===== src/rtl/updown_cmd_seq.sv =====
// updown_cmd_seq: command sequencer that drives an external up/down counter.
// It accepts LOAD / UP / DOWN / NOP commands, strobes the counter for the
// requested number of steps, and reports a one-cycle done pulse together with
// an abort flag and a saturating count of the counter's carry/borrow events.
module updown_cmd_seq #(
  parameter int N      = 10,
  parameter int WRAP_W = 8
) (
  input  logic              clk,
  input  logic              rst,
  input  logic              cmd_valid,
  output logic              cmd_ready,
  input  logic [1:0]        cmd_op,
  input  logic [N-1:0]      cmd_arg,
  input  logic              abort,
  input  logic              cnt_cout,
  output logic              Load,
  output logic [N-1:0]      In,
  output logic              Din,
  output logic              En,
  output logic              busy,
  output logic              done,
  output logic              aborted,
  output logic [WRAP_W-1:0] wrap_cnt
);

  typedef enum logic [1:0] {
    S_IDLE = 2'd0,
    S_LOAD = 2'd1,
    S_RUN  = 2'd2,
    S_DONE = 2'd3
  } state_t;

  localparam logic [1:0]        OP_LOAD  = 2'b00;
  localparam logic [1:0]        OP_UP    = 2'b01;
  localparam logic [1:0]        OP_DOWN  = 2'b10;
  localparam logic [N-1:0]      REM_ONE  = N'(1);
  localparam logic [WRAP_W-1:0] WRAP_ONE = WRAP_W'(1);
  localparam logic [WRAP_W-1:0] WRAP_MAX = '1;

  state_t              state_q, state_d;
  logic [N-1:0]        arg_q, arg_d;
  logic [N-1:0]        rem_q, rem_d;
  logic                dir_q, dir_d;
  logic [WRAP_W-1:0]   wrap_q, wrap_d;
  logic                ab_q, ab_d;
  logic                accept;

  // State and latched-command registers; reset parks everything in IDLE.
  always_ff @(posedge clk) begin
    if (rst) begin
      state_q <= S_IDLE;
      arg_q   <= '0;
      rem_q   <= '0;
      dir_q   <= 1'b0;
      wrap_q  <= '0;
      ab_q    <= 1'b0;
    end else begin
      state_q <= state_d;
      arg_q   <= arg_d;
      rem_q   <= rem_d;
      dir_q   <= dir_d;
      wrap_q  <= wrap_d;
      ab_q    <= ab_d;
    end
  end

  // Next-state logic: command decode, step countdown, abort and wrap tally.
  always_comb begin
    state_d = state_q;
    arg_d   = arg_q;
    rem_d   = rem_q;
    dir_d   = dir_q;
    wrap_d  = wrap_q;
    ab_d    = ab_q;
    accept  = cmd_valid && cmd_ready;
    case (state_q)
      S_IDLE: begin
        if (accept) begin
          arg_d  = cmd_arg;
          rem_d  = cmd_arg;
          dir_d  = (cmd_op == OP_UP);
          wrap_d = '0;
          ab_d   = 1'b0;
          case (cmd_op)
            OP_LOAD:       state_d = S_LOAD;
            OP_UP, OP_DOWN: state_d = (cmd_arg != '0) ? S_RUN : S_DONE;
            default:       state_d = S_DONE;
          endcase
        end
      end
      S_LOAD: state_d = S_DONE;
      S_RUN: begin
        if (abort) begin
          // The step is not issued, so its carry is not counted either.
          ab_d    = 1'b1;
          state_d = S_DONE;
        end else begin
          // remaining is never 0 here, so the countdown cannot underflow.
          rem_d = rem_q - REM_ONE;
          if (cnt_cout && (wrap_q != WRAP_MAX)) wrap_d = wrap_q + WRAP_ONE;
          if (rem_q == REM_ONE) state_d = S_DONE;
        end
      end
      S_DONE: state_d = S_IDLE;
      default: state_d = S_IDLE;
    endcase
  end

  // Outputs decode the current state and are forced low while rst is high.
  always_comb begin
    cmd_ready = (state_q == S_IDLE) && !rst;
    busy      = (state_q != S_IDLE) && !rst;
    Load      = (state_q == S_LOAD) && !rst;
    In        = Load ? arg_q : '0;
    Din       = (state_q == S_RUN) && !rst && dir_q;
    En        = (state_q == S_RUN) && !rst && !abort;
    done      = (state_q == S_DONE) && !rst;
    aborted   = ab_q && !rst;
    wrap_cnt  = rst ? '0 : wrap_q;
  end

endmodule


===== config.mk =====
export PLATFORM = sky130hd
export DESIGN_NAME = updown_cmd_seq
export DESIGN_NICKNAME = d
export VERILOG_FILES = /design/src/rtl/updown_cmd_seq.sv
export SDC_FILE = /design/constraint.sdc
export NUM_CORES = 1
export LEC_CHECK = 0
export CORE_UTILIZATION = 25
export DETAILED_ROUTE_END_ITERATION = 10
export PLACE_DENSITY_LB_ADDON = 0.12
export SLEW_MARGIN = 10
export SYNTH_ARGS = -nofsm -noshare
export SYNTH_HDL_FRONTEND = slang
export SYNTH_SLANG_ARGS = --single-unit

===== constraint.sdc =====
create_clock -name clk -period 3.41 [get_ports clk]
set_clock_uncertainty 0.15 [all_clocks]
set_input_delay 1.023 -clock clk [delete_from_list [all_inputs] [get_ports clk]]
set_output_delay 1.023 -clock clk [all_outputs]
set_load 0.05 [all_outputs]

==> reports/metrics.cfg, run 1 <==
[clocking]
cts.sinks = 32
clk_pin_slew_ns = 0.07
cts_tree = done
insertion_delay_ns = 0.28
cts.path.max_buffers = 2
cts_buffers = 5
h-tree-depth = 2
root_buffer = clkbuf_8

[sta]
rsz0062_at_grt = no
holdWs_ns = 0.315
slew_headroom_pct = 65.8
setup_slack_ns = 0.0944
max_slew.worst_pin.slew_ns = 0.511
final_hold_viol_count = 0
period_share_pct = 97.2
slew_viol_final = 0
finalSetupViolations = 0
max_freq_mhz = 302
min_period_ns = 3.32
setup_tns_ns = 0

[die]
core_area_sq_mm = 0.00737
initial_core_util_pct = 26.2
rows = 31
die_y_microns = 89.8
die_area_sq_mm = 0.00807
die_w_microns = 89.8
num_io_pins = 42

[route]
wl_per_cell_microns = 13.1
wirelength_microns = 5160
drt-initial-drc-count = 125
vias = 1856
drc_errors = 0
routed_via_density = 4.72
ant_nets = 0
dr.pass1.iters = 4

[power]
internal_power_uw = 987
power_frac_clock_pct = 22.2
p_seq_share_pct = 30.4
vdd_drop_max_uv = 244
power_density_mw_per_mm2 = 566
comb_power_share_pct = 47.3
swShare_pct = 39.2
finalPower_mw = 1.62
cellLeakagePower_nw = 1.07
p_sw_uw = 637

[setup_path]
critPathKind = input pin to primary output
max_stage_delay_ns = 0.47
worstRegToRegCells = 7
cp_slowest_cell = clkdlybuf4s50_1
critPathCaptureType = primary output
start_kind = input pin
cp_data_arrival_time_ns = 2.14
cp.required_ns = 2.24
crit_family = buffers and inverters
crit_buf_inv = 3
worst-path-max-fanout = 11
path_depth = 5
crit_chain = clkdlybuf4s50_1 > nor2b_1 > buf_6 > and2_1 > buf_12

[placement]
pre_cts_ws_ns = 0.0105
dpl.cell_count = 384
gp_congestion = 0.741
io_buffers = 41
place_area_sq_mm = 0.00275
hpwlAfterDp_microns = 3870

[final_layout]
nNetsFinal = 322
nFillCells = 801
diodes = 0
multi_input_area_sq_mm = 0.00119
fin_area_sq_mm = 0.00287
regArea_sq_um = 641
final_util_pct = 38.9
area_growth_pct = 48.9
drive_gt1_share_pct = 17.7
final_cell_count_no_fill = 393

[synthesis]
syn_nets = 273
synth_common_cells = dfxtp_1, nand2_1, a21oi_1, nor2_1
seq_area_frac_synth_pct = 33.2
synth_area_sq_mm = 0.00193
synthTopCellsByArea = dfxtp_1, ha_1, nand2_1, and2_1, nor2b_1
synth.most_common_cell = dfxtp_1
async_reset_ff_share_pct = 0
synth_top_area_cell = dfxtp_1
synth-edff-count = 0
syn-instance-count = 244
yosysWarnings = 0
ys.flop_type = dfxtp_1
synth_top_area_share_pct = 33.2
synth_cell_type_count = 49
avgSynthCellArea_sq_um = 7.90
synth_seq_cells = 32

[worst_hold_path]
hold_path_depth = 2
min_path_type = flop to flop

[grt]
grt_pass1_vias = 1809
grt_max_degree = 23
grt_first_pass_wirelength_microns = 9050
grt.total_usage_pct = 14.0
antenna_found_initial = 0
overflow = 0

[run]
maxCapViolCount = 0

[outcome]
status = complete, no violations

what timing repair did:
action | in CTS | in global routing
gates resized for setup | 0 | 1
buffers inserted | 0 | 1
endpoints found under the setup margin | 0 | 5
hold buffers | 0 | 0
state kept, by name, indices dropped and copies added, names as in the netlist:
register and count:
rem_q 10, arg_q 10, dir_q 1, ab_q 1
wrap_q 8, state_q 2
worst paths after layout:
path         startpoint       end  slack [ns]
max                 rst     In[2]        0.09
min            arg_q[3]  arg_q[3]        0.31
max reg2reg  state_q[0]  rem_q[0]        1.18
min reg2reg    arg_q[3]  arg_q[3]        0.31
worst reg2reg max path, delay by kind of cell, from the launching register on:
kind	cells	cell delay, ns
buffers and inverters	2	0.37
AOI/OAI and AO/OA	3	0.82
DFF	1	0.34
and+or+nand+nor	1	0.27
adders and majority gates	1	0.18
placed cells by master (no fill, tap or decap), drive strengths merged, types with 2 or more instances in the layout:
cell type      netlist  layout
buf                  5      39
dfxtp               32      32
nand2               26      26
clkdlybuf4s50        0      16
o21ai               16      16
a21oi               14      14
nor2                13      13
and2                13      13
nor3                13      13
nor2b               12      12
ha                  12      12
nand2b               9       9
inv                  8       8
nand3                8       8
a31oi                6       6
clkbuf               8       6
mux2i                5       5
o22ai                5       5
nor4                 4       4
o211ai               4       4
a22o                 3       3
a22oi                3       3
a211oi               3       3
clkinv               1       2
and3                 2       2
nand4                2       2
or4                  2       2
layout make-up:
class	count	share of cell area (%)
clock buffers	6	2.53
clock inverters	2	1.22
inverters	9	1.22
multi-input cells	190	41.6
flip-flops and latches	32	22.3
well taps	99	4.32
repair buffers	55	26.8
logic make-up after synthesis:
kind of cell    synth area share (%)
compound gates                  21.0
buf+inv                         4.87
fa+ha+maj                       7.79
mux                             2.60
flops                           33.2
simple gates                    30.6
power by group through the flow:
stage / Clock, mW / Sequential [mW] / Combinational [mW]
after global routing: 0.382 / 0.506 / 0.859
after floorplan: 0 / 0.486 / 0.524
final: 0.361 / 0.495 / 0.769
after CTS: 0.371 / 0.494 / 0.768
after global placement: 0 / 0.502 / 0.769
after detailed placement: 0 / 0.502 / 0.765
routing by layer:
| metal | track usage (%) | vias up | wire length, microns |
|---|---|---|---|
| li1 | - | 977 | - |
| met1 | 19.5 | 837 | 2690 |
| met2 | 20.7 | 36 | 2200 |
| met3 | 3.55 | 6 | 201 |
| met4 | 4.92 | 0 | 74 |
| met5 | 0 | - | 0 |
(Power assumes the default switching activity.)
==> inputs of run 2 (changes only) <==
--- a/config.mk
+++ b/config.mk
@@ -12,3 +12,4 @@
 export SYNTH_ARGS = -nofsm -noshare
 export SYNTH_HDL_FRONTEND = slang
 export SYNTH_SLANG_ARGS = --single-unit
+export TNS_END_PERCENT = 20
==> results of run 2 <==
No change in the layout: final DEF, timing and power equal those of run 1.
